[src/rtl/traffic_conflict_monitor.sv]
// ---------------------------------------------------------------------------
// traffic_conflict_monitor
//
// Safety stage that sits directly after the traffic light controller. Every
// cycle it checks the controller's four light buses for:
//   - illegal encodings,
//   - conflicting right-of-way,
//   - illegal colour transitions,
//   - yellows that end too early.
// It drives the physical lamps. In normal operation they show a one-cycle-
// delayed copy of the controller outputs. Once a fault is seen they flash red
// on every approach until clear or reset.
//
// Ports
//   clk          in   1  system clock
//   rst          in   1  synchronous, active-high reset
//   light_M1     in   3  controller output, main road 1    {red,yellow,green}
//   light_S      in   3  controller output, side road
//   light_MT     in   3  controller output, main-road turn
//   light_M2     in   3  controller output, main road 2
//   clear        in   1  fault acknowledge, only honoured in FAULT
//   lamp_M1..M2  out  3  registered lamp drives
//   fault        out  1  registered, high while in FAULT
//   fault_code   out  3  registered first fault cause, 0 when no fault
//                        (1 encoding, 2 conflict, 3 transition, 4 short yellow)
//   dbg_state    out  2  current FSM state (0 STARTUP, 1 NORMAL, 2 FAULT)
//
// Parameters
//   STARTUP_CYC  forced all-red cycles after reset or clear (>=1)
//   MIN_YELLOW   minimum consecutive yellow cycles before red (1..15)
//   FLASH_HALF   cycles per half-period of the fault flash (>=1)
// ---------------------------------------------------------------------------
module traffic_conflict_monitor #(
    parameter int STARTUP_CYC = 4,
    parameter int MIN_YELLOW  = 3,
    parameter int FLASH_HALF  = 2
) (
    input  logic       clk,
    input  logic       rst,
    input  logic [2:0] light_M1,
    input  logic [2:0] light_S,
    input  logic [2:0] light_MT,
    input  logic [2:0] light_M2,
    input  logic       clear,
    output logic [2:0] lamp_M1,
    output logic [2:0] lamp_S,
    output logic [2:0] lamp_MT,
    output logic [2:0] lamp_M2,
    output logic       fault,
    output logic [2:0] fault_code,
    output logic [1:0] dbg_state
);

    // Colour encodings: bit2 red, bit1 yellow, bit0 green.
    localparam logic [2:0] C_RED = 3'b100;
    localparam logic [2:0] C_YEL = 3'b010;
    localparam logic [2:0] C_GRN = 3'b001;
    localparam logic [2:0] C_OFF = 3'b000;

    // Approach indices into the per-approach arrays.
    localparam int A_M1 = 0;
    localparam int A_S  = 1;
    localparam int A_MT = 2;
    localparam int A_M2 = 3;

    localparam logic [3:0] YCNT_MAX  = 4'd15;
    localparam logic [3:0] MIN_Y_CNT = 4'(MIN_YELLOW);

    // Counter widths only need to hold 0 .. N-1.
    localparam int SW = (STARTUP_CYC > 1) ? $clog2(STARTUP_CYC) : 1;
    localparam int FW = (FLASH_HALF  > 1) ? $clog2(FLASH_HALF)  : 1;
    localparam logic [SW-1:0] START_LAST = SW'(STARTUP_CYC - 1);
    localparam logic [FW-1:0] FLASH_LAST = FW'(FLASH_HALF - 1);

    typedef enum logic [1:0] {
        ST_STARTUP = 2'd0,
        ST_NORMAL  = 2'd1,
        ST_FAULT   = 2'd2
    } state_t;

    // -----------------------------------------------------------------------
    // Registers
    // -----------------------------------------------------------------------
    state_t          r_state;
    logic [SW-1:0]   r_start_cnt;
    logic [FW-1:0]   r_flash_cnt;
    logic            r_flash_lit;
    logic [2:0]      r_lamp [4];
    logic            r_fault;
    logic [2:0]      r_fault_code;
    logic [2:0]      r_prev [4];
    logic [3:0]      r_ycnt [4];

    // -----------------------------------------------------------------------
    // Combinational checks
    // -----------------------------------------------------------------------
    logic [2:0]      w_cur [4];
    logic [3:0]      w_active;
    logic [3:0]      w_ycnt_nxt [4];
    logic            w_not_onehot;
    logic            w_conflict;
    logic            w_illegal_tr;
    logic            w_short_yel;
    logic [2:0]      w_code;
    logic            w_hit;

    assign w_cur[A_M1] = light_M1;
    assign w_cur[A_S]  = light_S;
    assign w_cur[A_MT] = light_MT;
    assign w_cur[A_M2] = light_M2;

    always_comb begin
        w_active     = '0;
        w_not_onehot = 1'b0;
        w_illegal_tr = 1'b0;
        w_short_yel  = 1'b0;
        for (int i = 0; i < 4; i++) begin
            w_ycnt_nxt[i] = 4'd0;
        end
        for (int i = 0; i < 4; i++) begin
            w_active[i] = w_cur[i][1] | w_cur[i][0];

            if (!((w_cur[i] == C_RED) || (w_cur[i] == C_YEL) || (w_cur[i] == C_GRN))) begin
                w_not_onehot = 1'b1;
            end

            // Forbidden steps: green->red, yellow->green, red->yellow.
            if (((r_prev[i] == C_GRN) && (w_cur[i] == C_RED)) ||
                ((r_prev[i] == C_YEL) && (w_cur[i] == C_GRN)) ||
                ((r_prev[i] == C_RED) && (w_cur[i] == C_YEL))) begin
                w_illegal_tr = 1'b1;
            end

            // r_ycnt holds how many yellow cycles preceded this red.
            if ((r_prev[i] == C_YEL) && (w_cur[i] == C_RED) && (r_ycnt[i] < MIN_Y_CNT)) begin
                w_short_yel = 1'b1;
            end

            if (w_cur[i] == C_YEL) begin
                if (r_prev[i] == C_YEL) begin
                    w_ycnt_nxt[i] = (r_ycnt[i] == YCNT_MAX) ? YCNT_MAX : r_ycnt[i] + 4'd1;
                end else begin
                    w_ycnt_nxt[i] = 4'd1;
                end
            end
        end
    end

    // S conflicts with everything; MT conflicts with M2. M1 may run with
    // either M2 or MT.
    assign w_conflict = (w_active[A_S] & (w_active[A_M1] | w_active[A_MT] | w_active[A_M2])) |
                        (w_active[A_MT] & w_active[A_M2]);

    // Lowest code wins when several causes coincide.
    always_comb begin
        w_code = 3'd0;
        if (w_not_onehot) begin
            w_code = 3'd1;
        end else if (w_conflict) begin
            w_code = 3'd2;
        end else if (w_illegal_tr) begin
            w_code = 3'd3;
        end else if (w_short_yel) begin
            w_code = 3'd4;
        end
    end

    assign w_hit = (w_code != 3'd0);

    // -----------------------------------------------------------------------
    // Per-approach history. It keeps following the inputs in every state,
    // FAULT included, so checks resume from true history after clear.
    // -----------------------------------------------------------------------
    always_ff @(posedge clk) begin
        if (rst) begin
            for (int i = 0; i < 4; i++) begin
                r_prev[i] <= C_RED;
                r_ycnt[i] <= 4'd0;
            end
        end else begin
            for (int i = 0; i < 4; i++) begin
                r_prev[i] <= w_cur[i];
                r_ycnt[i] <= w_ycnt_nxt[i];
            end
        end
    end

    // -----------------------------------------------------------------------
    // Supervisor FSM with registered lamp and fault outputs
    // -----------------------------------------------------------------------
    always_ff @(posedge clk) begin
        if (rst) begin
            r_state      <= ST_STARTUP;
            r_start_cnt  <= '0;
            r_flash_cnt  <= '0;
            r_flash_lit  <= 1'b1;
            r_fault      <= 1'b0;
            r_fault_code <= 3'd0;
            for (int i = 0; i < 4; i++) begin
                r_lamp[i] <= C_RED;
            end
        end else begin
            case (r_state)
                ST_STARTUP: begin
                    if (w_hit) begin
                        // A fault wins even in the last STARTUP cycle.
                        r_state      <= ST_FAULT;
                        r_fault      <= 1'b1;
                        r_fault_code <= w_code;
                        r_flash_cnt  <= '0;
                        r_flash_lit  <= 1'b1;
                        for (int i = 0; i < 4; i++) begin
                            r_lamp[i] <= C_RED;
                        end
                    end else if (r_start_cnt == START_LAST) begin
                        // The first NORMAL cycle shows this cycle's inputs.
                        r_state <= ST_NORMAL;
                        for (int i = 0; i < 4; i++) begin
                            r_lamp[i] <= w_cur[i];
                        end
                    end else begin
                        r_start_cnt <= r_start_cnt + 1'b1;
                        for (int i = 0; i < 4; i++) begin
                            r_lamp[i] <= C_RED;
                        end
                    end
                end

                ST_NORMAL: begin
                    if (w_hit) begin
                        // The offending inputs are never copied to a lamp.
                        r_state      <= ST_FAULT;
                        r_fault      <= 1'b1;
                        r_fault_code <= w_code;
                        r_flash_cnt  <= '0;
                        r_flash_lit  <= 1'b1;
                        for (int i = 0; i < 4; i++) begin
                            r_lamp[i] <= C_RED;
                        end
                    end else begin
                        for (int i = 0; i < 4; i++) begin
                            r_lamp[i] <= w_cur[i];
                        end
                    end
                end

                ST_FAULT: begin
                    if (clear) begin
                        r_state      <= ST_STARTUP;
                        r_fault      <= 1'b0;
                        r_fault_code <= 3'd0;
                        r_start_cnt  <= '0;
                        for (int i = 0; i < 4; i++) begin
                            r_lamp[i] <= C_RED;
                        end
                    end else if (r_flash_cnt == FLASH_LAST) begin
                        // End of a half-period: flip the phase.
                        r_flash_cnt <= '0;
                        r_flash_lit <= ~r_flash_lit;
                        for (int i = 0; i < 4; i++) begin
                            r_lamp[i] <= r_flash_lit ? C_OFF : C_RED;
                        end
                    end else begin
                        r_flash_cnt <= r_flash_cnt + 1'b1;
                        for (int i = 0; i < 4; i++) begin
                            r_lamp[i] <= r_flash_lit ? C_RED : C_OFF;
                        end
                    end
                end

                default: begin
                    // Recover to the safe state from an undefined encoding.
                    r_state      <= ST_STARTUP;
                    r_start_cnt  <= '0;
                    r_fault      <= 1'b0;
                    r_fault_code <= 3'd0;
                    for (int i = 0; i < 4; i++) begin
                        r_lamp[i] <= C_RED;
                    end
                end
            endcase
        end
    end

    assign lamp_M1    = r_lamp[A_M1];
    assign lamp_S     = r_lamp[A_S];
    assign lamp_MT    = r_lamp[A_MT];
    assign lamp_M2    = r_lamp[A_M2];
    assign fault      = r_fault;
    assign fault_code = r_fault_code;
    assign dbg_state  = r_state;

endmodule
[config.mk]
export PLATFORM = sky130hd
export DESIGN_NAME = traffic_conflict_monitor
export DESIGN_NICKNAME = d
export VERILOG_FILES = /design/src/rtl/traffic_conflict_monitor.sv
export SDC_FILE = /design/constraint.sdc
export NUM_CORES = 1
export LEC_CHECK = 0
export BUFFER_PORTS_ARGS = -buffer_cell sky130_fd_sc_hd__buf_2
export CAP_MARGIN = 20
export CORE_ASPECT_RATIO = 0.9
export CORE_MARGIN = 4
export CORE_UTILIZATION = 45
export CTS_BUF_LIST = sky130_fd_sc_hd__clkbuf_16
export DETAILED_ROUTE_END_ITERATION = 7
export GPL_TIMING_DRIVEN = 0
export SYNTH_ARGS = -nofsm -noshare
export SYNTH_HDL_FRONTEND = slang
export SYNTH_SLANG_ARGS = --single-unit
[constraint.sdc]
create_clock -name clk -period 2.95 [get_ports clk]
set_clock_uncertainty 0.2 [all_clocks]
set_input_delay 0 -clock clk [delete_from_list [all_inputs] [get_ports clk]]
set_output_delay 0 -clock clk [all_outputs]
set_load 0.05 [all_outputs]
After elaboration in Yosys (flattened, before gate mapping)
Memory sizes are Yosys's and may differ from the RTL's. Index checks and enable logic that the tools add are counted.

Register bits after elaboration: 10. Bits in writable memories: 40. Input port bits: 15. Output and inout port bits: 18. Word-level logic and storage cells: 295. Memories kept: 3.

$add $sub $neg: 6. $lt $le $gt $ge: 4. Equal/unequal tests: 39. Mux-type cells: 136. Bitwise logic cells: 55. Reduce and logical (&&, ||, !) cells: 46.

Memories: r_ycnt (depth 4, bits a word 4, read ports 4, clocked after memory_dff 0, write ports 4, line 92) `logic [3:0] r_ycnt [4];`; r_lamp (depth 4, bits a word 3, read ports 4, clocked after memory_dff 0, write ports 4, line 88) `logic [2:0] r_lamp [4];`; r_prev (depth 4, bits a word 3, read ports 4, clocked after memory_dff 0, write ports 4, line 91) `logic [2:0] r_prev [4];`.

Operators by type and width (count): $mux W3 (48); $mux W4 (16); $mux W1 (60); $or A1 B1 Y1 (51); $eq A3 B1 Y1 const B (8); $eq A3 B2 Y1 const B (8); $eq A3 B3 Y1 const B (8); $logic_and A1 B1 Y1 (20); $add A4 B1 Y4 const B (4); $eq A4 B4 Y1 const B (4); $logic_or A1 B1 Y1 (16); $lt A4 B2 Y1 const B (4); $mux W2 (6); $ne A2 B2 Y1 const B (6); $pmux W2 S3 (2); $reduce_and A4 Y1 (2); $pmux W1 S2 (3); $pmux W3 S2 (1); $reduce_and A3 Y1 (2); $eq A2 B2 Y1 const B (2); $ne A3 B3 Y1 const B (1); $reduce_bool A3 Y1 (1); $reduce_or A3 Y1 (1); $add A2 B1 Y2 const B (1); 9 further kinds (11).

Longest topological paths before layout
Gate-level depths: netlist (run 1).

Word-level depth: 25. Depth in mapped cells: 9. Gate-level depth less buffers: 8.

Worst setup path after synthesis (run 1)
OpenSTA, ideal clock, no wires.

Kind: register to register. Start point: register r_state[1] (netlist: dbg_state[1]). End point: memory r_lamp[2][2] (data pin). Setup time: 0.257 ns. Arrival time: 1.852 ns. Data required time: 2.493 ns. Slack: 0.642 ns. Cell stages (with the launch flop): 8. Path buffers: 1. Clock period less this slack: 2.308 ns. Cells stage by stage: dfxtp_1 clkbuf_1 nand2b_1 nor3_1 nor2_1 o41ai_1 nand2_1 a32o_1.

RTL lines: start, declared (line 84) `state_t r_state;`; start signal, assigned (line 193) `r_state <= ST_STARTUP;`; start signal, assigned (line 207) `r_state <= ST_FAULT;`; start signal, assigned (line 217) `r_state <= ST_NORMAL;`; end, declared (line 88).

==> flow_metrics.tcl, run 1 <==
set metrics [dict create \
    status "completed" \
    fmax_ghz 0.385 \
    dieArea_um2 6720 \
    use_met1_pct 25.9 \
    r2r-start "r_prev[0][1]$_SDFF_PP0_" \
    viasPerCell 5.50 \
    die_y_um 78.2 \
    htree_num_levels 2 \
    setup_violations 0 \
    p_leak_nw 1.15 \
    setup_tns_ps 0 \
    worstHoldPathType "in2reg" \
    dp_cells 388 \
    drv_cap 0 \
    drt-total-wl_um 5650 \
    synth_fa_ha_area_share_pct 2.54 \
    drt_iter0_markers 124 \
    clkLatencyLatePin_ps 280 \
    ys_seq_elements 50 \
    core_area_um2 5290 \
    synth-seq-area-share_pct 43.9 \
    timing.rr.end "r_lamp[3][1]$_DFFE_PP_" \
    rr_worst_depth 8 \
    post-cts-setup-buffer-count 0 \
    hold_viol 0 \
    met2_usage_pct 28.1 \
    stdcell_count 410 \
    tightest_slew_ps 583 \
    setup_ws_ps 355 \
    whs_endpoint "r_prev[2][1]$_SDFF_PP0_" \
    worstPathRequired_ps 2780 \
    drc 0 \
    cts_tree "built" \
    worstPathArrival_ps 2420 \
    num_io_pins 33 \
    drive_gt1_share_pct 15.2 \
    fin_crit_sh_pct 88.0 \
    r2r_slack_ps 430 \
    peakVddDrop_uv 352 \
    grt_pass1_wl_um 10000 \
    placed_area_um2 2710 \
    synth_top_family_by_area "simple AND/OR/NAND/NOR gates" \
    crit_type "in2reg" \
    syn-cell-area_um2 2460 \
    start_kind "primary input" \
    synth-async-reset-ratio_pct 0 \
    initial_core_util_pct 46.6 \
    holdPathStages 2 \
    synth-simple-area-share_pct 34.2 \
    cts.sinks 50 \
    min_from "rst" \
    cp-end-kind "flip-flop" \
    numCtsBuffers 5 \
    min_period_ps 2600 \
    ys_types 50 \
    antenna_found_initial 0 \
    root_buffer "clkbuf_16" \
    antennaDiodeCount 0 \
    synthMuxAreaShare_pct 0 \
    design_area_um2 3040 \
    powerDensity_nw_per_um2 519 \
    rsz0062_at_grt "false" \
    drt_first_pass_iters 4 \
    max_slew_margin_pct 60.8 \
    synthFlopType "dfxtp_1" \
    path_clk_slew_ps 70 \
    rows 25 \
    fin_nets 362 \
    die_w_um 86.0 \
    synth-xor-area-share_pct 0.356 \
    place_congestion 0.830 \
    drt-wirelength-per-cell_um 13.8 \
    synthCells 286 \
    grt_start_max_net_pins 16 \
    slew_viol_final 0 \
    cp_max_fo 10 \
    grt_pass1_vias 2143 \
    fill_cells 517 \
    avgSynthCellArea_um2 8.61 \
    vias 2255 \
    grt-ovfl-total 0 \
    grt.total_usage_pct 18.4 \
    synth-edff-count 8 \
    clockBufferDepth 2 \
    synth_compound_area_share_pct 15.3 \
    ys_warn_count 0 \
    met3_usage_pct 4.51 \
    dp_hpwl_um 4150 \
    area_growth_pct 23.3 \
    ant_nets 0 \
    preCtsSetupSlack_ps 469 \
    top_usage_layer "met2" \
    place.port_buffers 28 \
]
## synthesized netlist by cell type, types with 4 or more instances
library cell   n  area [um^2]
a211oi_1       4         30.0
and2_1         9         56.3
edfxtp_1       8          240
or2_2          5         31.3
clkbuf_1       7         26.3
a21oi_1       12         60.1
nor2b_1        9         56.3
ha_1           5         62.6
nor3b_1        8         60.1
dfxtp_1       42          841
or3_1          4         25.0
nand2b_1       6         37.5
nor3_1        11         55.1
nor2_1        36          135
nand3_1       19         95.1
inv_1          8         30.0
buf_2          4         20.0
nor4bb_1       5         50.1
o21ai_0       12         60.1
nand2_1       19         71.3
nand4_1        8         50.1
a31oi_1        9         56.3
## layout by cell type, fill, tap and decap left out, drive strengths merged, types with 12 or more instances in the layout
| cell | count |
|---|---|
| o21ai | 12 |
| a21oi | 13 |
| nand3 | 19 |
| clkbuf | 13 |
| nor3 | 12 |
| buf | 33 |
| dfxtp | 42 |
| nor2 | 36 |
| dlygate4sd3 | 14 |
| nand2 | 19 |
## repair_timing
action,4_1_cts,5_1_grt
hold buffers,14,0
resized for setup,0,0
endpoints found under the hold margin,40,0
## cell type report
type	instances	area (um^2)	area share, %
multi-input combinational	223	1320	43.4
sequential	50	1080	35.6
timing repair buffer	42	280	9.23
clock buffer	6	150	4.95
tap	67	83.8	2.76
buffer	12	57.6	1.90
clock inverter	2	33.8	1.11
inverter	8	30.0	0.989
## worst max path at each step
stage,endpoint,startpoint,cells after the start
after global placement,r_lamp[3][1]$_DFFE_PP_,r_prev[0][1]$_SDFF_PP0_,8
after global routing,r_lamp[0][2]$_DFFE_PP_,light_M1[1],10
final,r_lamp[0][2]$_DFFE_PP_,light_M1[1],10
after floorplan,r_lamp[2][2]$_DFFE_PP_,dbg_state[1]$_SDFFE_PP0P_,7
after CTS,r_lamp[0][2]$_DFFE_PP_,light_M1[1],10
after detailed placement,r_lamp[3][1]$_DFFE_PP_,r_prev[0][1]$_SDFF_PP0_,8
## cell families (layout without fill, tap and decap cells)
group	count (synthesis)	after routing
AO/OA/AOI/OAI	57	57
buffers and inverters	20	70
XOR/XNOR	1	1
flip-flops	50	50
adder cells (fa/ha/maj)	5	5
AND/OR/NAND/NOR	152	152
other	1	8
## flip-flops by register name (all words and copies together), names as in the netlist
| register | count |
|---|---|
| dbg_state | 2 |
| r_prev | 12 |
| r_lamp | 12 |
| r_flash_lit | 1 |
| r_flash_cnt | 1 |
| r_start_cnt | 2 |
| fault | 1 |
| r_ycnt | 16 |
| fault_code | 3 |
## critical path, stage by stage
cell and delay (ps):
dlygate4sd3_1 530, buf_2 130, buf_2 170, o21ai_0 170, nand4_1 130, nor3_2 260, nor3b_2 390, nand2_1 230
o311ai_1 320, nand3_1 110
## per-layer routing
| layer | wire length, um | vias to the layer above |
|---|---|---|
| li1 | - | 1146 |
| met1 | 2800 | 1054 |
| met2 | 2510 | 53 |
| met3 | 316 | 2 |
| met4 | 24 | 0 |
| met5 | 0 | - |
## stage by stage
stage	hold WS [ps]	util (%)	power [W]
floorplan	-93.4	-	0.000842
global placement	111	51.3	0.000888
detailed placement	115	51.3	0.000888
CTS	53.6	57.4	0.00160
global route	147	57.4	0.00165
finish	54.9	57.4	0.00157
## where the power goes
group	internal (W)	switching (W)
registers	0.000711	0.0000111
clock network	0.000448	0.000237
logic	0.0000613	0.000105
total	0.00122	0.000353
Power figures use the tool's default switching activity.
==> run 2, diff against run 1 <==
--- a/config.mk
+++ b/config.mk
@@ -13,6 +13,8 @@
 export CTS_BUF_LIST = sky130_fd_sc_hd__clkbuf_16
 export DETAILED_ROUTE_END_ITERATION = 7
 export GPL_TIMING_DRIVEN = 0
+export MAX_ROUTING_LAYER = met4
+export SLEW_MARGIN = 20
 export SYNTH_ARGS = -nofsm -noshare
 export SYNTH_HDL_FRONTEND = slang
 export SYNTH_SLANG_ARGS = --single-unit
==> run 2 against run 1 <==
  * Sequential share of layout area unchanged
  * Worst hold slack better by 2.9 ps
  * Global-route usage up 0.50 points
  * Flip-flop and latch count unchanged
  * Non-clock buffer count unchanged
  * Utilization unchanged
  * Combinational power about the same
  * Die area unchanged
  * Count of clock-buffer cells in the layout unchanged
  * Sequential power about the same
  * Cell area unchanged
  * Maximum frequency down 0.12%
==> flow_metrics.tcl, run 2 (same netlist as run 1, synthesis figures left out) <==
set metrics [dict create \
    rows 25 \
    worstPathRequired_ps 2780 \
    powerDensity_nw_per_um2 518 \
    hold_viol 0 \
    htree_num_levels 2 \
    drt_iter0_markers 131 \
    max_stage_delay_ps 530 \
    crit_path_top_delay_cell "dlygate4sd3_1" \
    dieArea_um2 6720 \
    grt_pass1_wl_um 10000 \
    die_w_um 86.0 \
    drt_first_pass_iters 4 \
    finalPower_w 0.00157 \
    worstHoldPathType "in2reg" \
    cts.sinks 50 \
    cp_common_cell "buf_2" \
    die_y_um 78.2 \
    drt-total-wl_um 5680 \
    initial_core_util_pct 46.6 \
    grt-ovfl-total 0 \
    cp_max_fo 10 \
    path_clk_slew_ps 70 \
    fmax_ghz 0.385 \
    grt_start_max_net_pins 16 \
    ant_nets 0 \
    peakVddDrop_uv 350 \
    cts_tree "built" \
    cp-end-kind "flip-flop" \
    dp_hpwl_um 4150 \
    num_io_pins 33 \
    crit_type "in2reg" \
    place_congestion 0.842 \
    reg_top3 "r_ycnt x16, r_lamp x12, r_prev x12" \
    antennaDiodeCount 0 \
    numCtsBuffers 5 \
    grt_pass1_vias 2145 \
    final_cell_mix "dfxtp_1, nor2_1, buf_2, nand3_1, nand2_1" \
    grt.total_usage_pct 18.9 \
    fin_util_pct 57.4 \
    design_area_um2 3040 \
    slew_viol_final 0 \
    rsz0062_at_grt "false" \
    path_cells "dlygate4sd3_1 -> buf_2 -> buf_2 -> o21ai_0 -> nand4_1 -> nor3_2 -> nor3b_2 -> nand2_1 -> o311ai_1 -> nand3_1" \
    final_common_cell "dfxtp_1" \
    p_leak_nw 1.15 \
    viasPerCell 5.50 \
    clockBufferDepth 2 \
    max_slew_margin_pct 60.2 \
    core_area_um2 5290 \
    fin_crit_sh_pct 88.1 \
    min_period_ps 2600 \
    cp_top_family "simple AND/OR/NAND/NOR gates" \
    root_buffer "clkbuf_16" \
    critPathBufInv 3 \
    status "completed" \
    placed_area_um2 2710 \
    drv_cap 0 \
    drt-wirelength-per-cell_um 13.9 \
    setup_tns_ps 0 \
    largest_reg_flops 16 \
    worstPathArrival_ps 2420 \
    place.port_buffers 28 \
    setup_violations 0 \
    antenna_found_initial 0 \
    fin_nets 362 \
    drive_gt1_share_pct 15.2 \
    clkLatencyLatePin_ps 290 \
    drc 0 \
    tightest_slew_ps 591 \
    vias 2253 \
    regMostFlops "r_ycnt" \
    fill_cells 517 \
    area_growth_pct 23.3 \
    start_kind "primary input" \
]
## run 2: final timing paths
path	from	to	slack, ps	cells past startpoint
worst max register to register	r_prev[0][1]$_SDFF_PP0_	r_lamp[3][1]$_DFFE_PP_	430	8
worst min register to register	fault_code[1]$_SDFFE_PP0P_	fault_code[1]$_SDFFE_PP0P_	260	1
worst min-delay path	rst	r_prev[2][1]$_SDFF_PP0_	60	2
worst max-delay path	light_M1[1]	r_lamp[0][2]$_DFFE_PP_	350	10
## run 2: per-layer routing
metal  track usage, %  wire length, um  part of all wire, %  vias up
li1                 -                -                    -     1147
met1             26.0             2830                   50     1047
met2             28.0             2520                   44       55
met3             4.51              306                  5.4        4
met4             4.43               27                 0.48        0
met5                -                0                    0        -
## run 2: layout make-up
| class | count | area, um^2 | area share [%] |
|---|---|---|---|
| Buffer | 12 | 57.6 | 1.90 |
| Multi-Input combinational cell | 223 | 1320 | 43.4 |
| Clock buffer | 6 | 150 | 4.95 |
| Inverter | 8 | 30.0 | 0.989 |
| Sequential cell | 50 | 1080 | 35.6 |
| Timing Repair Buffer | 42 | 280 | 9.23 |
| Tap cell | 67 | 83.8 | 2.76 |
| Clock inverter | 2 | 33.8 | 1.11 |
## run 2: timing repair
item                                   in CTS  in global routing
setup buffers                               0                  0
endpoints found under the hold margin      40                  0
hold buffers                               14                  0
gates resized for setup                     0                  0
## run 2: per-stage QoR
stage	setup WS [ps]	std cells	hold WS [ps]
after floorplan	642	293	-93.4
after global placement	468	388	111
after detailed placement	469	388	115
after CTS	345	410	53.6
after global routing	186	410	147
final	351	410	57.8
## run 2: worst reg2reg max path: cells and delay by family, from the launching register on
family	cells	cell delay (ps)
AND/OR/NAND/NOR	6	1290
buffers and inverters	1	130
flip-flops	1	330
AO/OA/AOI/OAI	1	330
## run 2: report_power, final
part,internal (W),switching [W]
registers,0.000711,0.0000111
logic,0.0000613,0.000106
clock network,0.000448,0.000237
==> run 3, diff against run 2 <==
--- a/config.mk
+++ b/config.mk
@@ -10,7 +10,7 @@
 export CORE_ASPECT_RATIO = 0.9
 export CORE_MARGIN = 4
 export CORE_UTILIZATION = 45
-export CTS_BUF_LIST = sky130_fd_sc_hd__clkbuf_16
+export CTS_BUF_LIST = sky130_fd_sc_hd__clkbuf_4 sky130_fd_sc_hd__clkbuf_8
 export DETAILED_ROUTE_END_ITERATION = 7
 export GPL_TIMING_DRIVEN = 0
 export MAX_ROUTING_LAYER = met4
==> run 3 against run 2 <==
  * Via count is 0.27% higher
  * Critical endpoint unchanged
  * Cell count unchanged
  * Non-clock buffer count is the same
  * Sequential share of layout area is 0.49 points higher
  * Power fell by 6.4%
  * Largest cell class unchanged
  * Sequential power about the same
  * Cell area down 1.4%
  * Highest routed layer unchanged
  * Combinational power is essentially flat
  * Worst setup slack better by 18 ps
  * Flip-flop and latch count did not move
  * Utilization fell by 0.78 points
  * Count of clock-buffer cells in the layout is the same
==> flow_metrics.tcl, run 3 (same netlist as run 1, synthesis figures left out) <==
set metrics [dict create \
    cp-end-kind "flip-flop" \
    worstPathArrival_ps 2430 \
    peakVddDrop_uv 282 \
    clockBufferDepth 2 \
    numCtsBuffers 5 \
    final_cell_mix "dfxtp_1, nor2_1, buf_2, nand3_1, nand2_1" \
    stdcell_count 410 \
    fin_crit_sh_pct 87.5 \
    place_congestion 0.842 \
    rr_worst_depth 8 \
    status "completed" \
    grt_start_max_net_pins 16 \
    place.port_buffers 28 \
    cts_hold_buf 14 \
    die_w_um 86.0 \
    seqCellArea_um2 1080 \
    dp_cells 388 \
    preCtsSetupSlack_ps 469 \
    grt-ovfl-total 0 \
    crit_type "in2reg" \
    grt_pass1_vias 2135 \
    fin_nets 362 \
    reg_top3 "r_ycnt x16, r_lamp x12, r_prev x12" \
    p_leak_nw 1.13 \
    fmax_ghz 0.388 \
    antennaDiodeCount 0 \
    holdPathStages 2 \
    root_buffer "clkbuf_8" \
    min_period_ps 2580 \
    placed_area_um2 2710 \
    dieArea_um2 6720 \
    drt_first_pass_iters 4 \
    cp_max_fo 10 \
    clkLatencyLatePin_ps 300 \
    final_common_cell "dfxtp_1" \
    setup_tns_ps 0 \
    grt.total_usage_pct 18.7 \
    num_io_pins 33 \
    r2r_slack_ps 430 \
    start_kind "primary input" \
    tightest_slew_ps 586 \
    cts_tree "built" \
    regMostFlops "r_ycnt" \
    drc 0 \
    rsz0062_at_grt "false" \
    drt-wirelength-per-cell_um 13.8 \
    htree_num_levels 2 \
    drt-total-wl_um 5670 \
    grt_pass1_wl_um 9910 \
    largest_reg_flops 16 \
    fill_cells 526 \
    design_area_um2 2990 \
    powerDensity_nw_per_um2 492 \
    core_area_um2 5290 \
    path_clk_slew_ps 90 \
    cts.sinks 50 \
    whs_endpoint "r_prev[2][1]$_SDFF_PP0_" \
    rows 25 \
    vias 2259 \
    viasPerCell 5.51 \
    timing.rr.end "r_lamp[3][1]$_DFFE_PP_" \
    setup_violations 0 \
    max_slew_margin_pct 60.6 \
    setup_ws_ps 369 \
    min_from "rst" \
    r2r-start "r_prev[0][1]$_SDFF_PP0_" \
    ant_nets 0 \
    post-cts-setup-buffer-count 0 \
    drive_gt1_share_pct 15.5 \
    antenna_found_initial 0 \
    die_y_um 78.2 \
    slew_viol_final 0 \
    ctsResizeCount 0 \
    multi_input_area_um2 1320 \
    drt_iter0_markers 143 \
    worstHoldPathType "in2reg" \
    worstPathRequired_ps 2800 \
    hold_viol 0 \
    drv_cap 0 \
    dp_hpwl_um 4150 \
    initial_core_util_pct 46.6 \
    area_growth_pct 21.7 \
]
-- run 3: cell count changes in the layout (fill, tap and decap cells not counted) --
| cell | before | now |
|---|---|---|
| bufinv_16 | 1 | 2 |
| clkbuf_8 | 0 | 6 |
| clkbuf_16 | 6 | 0 |
| clkinv_1 | 1 | 0 |
-- run 3: critical path, cell delays in order --
cell and delay (ps):
dlygate4sd3_1 530, buf_2 130, buf_2 170, o21ai_0 170
nand4_1 130, nor3_2 270, nor3b_2 380, nand2_1 230
o311ai_1 320, nand3_1 110
-- run 3: worst max-delay path by stage --
stage | startpoint | endpoint | slack, ps | cells after the start
2_1_floorplan | dbg_state[1]$_SDFFE_PP0P_ | r_lamp[2][2]$_DFFE_PP_ | 640 | 7
3_3_place_gp | r_prev[0][1]$_SDFF_PP0_ | r_lamp[3][1]$_DFFE_PP_ | 470 | 8
3_5_place_dp | r_prev[0][1]$_SDFF_PP0_ | r_lamp[3][1]$_DFFE_PP_ | 470 | 8
4_1_cts | light_M1[1] | r_lamp[0][2]$_DFFE_PP_ | 370 | 10
5_1_grt | light_M1[1] | r_lamp[0][2]$_DFFE_PP_ | 210 | 10
6_report | light_M1[1] | r_lamp[0][2]$_DFFE_PP_ | 370 | 10
-- run 3: layout make-up --
class | count | area share (%)
clock buffer | 6 | 2.76
buffer | 12 | 1.92
clock inverter | 2 | 2.01
tap | 67 | 2.80
sequential | 50 | 36.1
inverter | 8 | 1.00
timing repair buffer | 42 | 9.36
multi-input combinational | 223 | 44.0
-- run 3: stage by stage --
step	hold slack, ps	total power (W)	util [%]
detailed placement	115	0.000888	51.3
global route	125	0.00154	56.6
floorplan	-93.4	0.000842	-
global placement	111	0.000888	51.3
CTS	31.4	0.00149	56.6
finish	28.3	0.00147	56.6
-- run 3: power by group --
part | leakage [nW] | switching, W | internal, W | total, W
sequential | 0.414 | 0.0000110 | 0.000710 | 0.000721
combinational | 0.648 | 0.000105 | 0.0000613 | 0.000166
clock | 0.0714 | 0.000224 | 0.000362 | 0.000585
total | 1.13 | 0.000340 | 0.00113 | 0.00147
-- run 3: metal layers --
layer	GRT usage, %	share of wire, %
met1	26.2	49
met2	27.6	45
met3	2.94	5.2
met4	5.85	0.79
met5	-	0
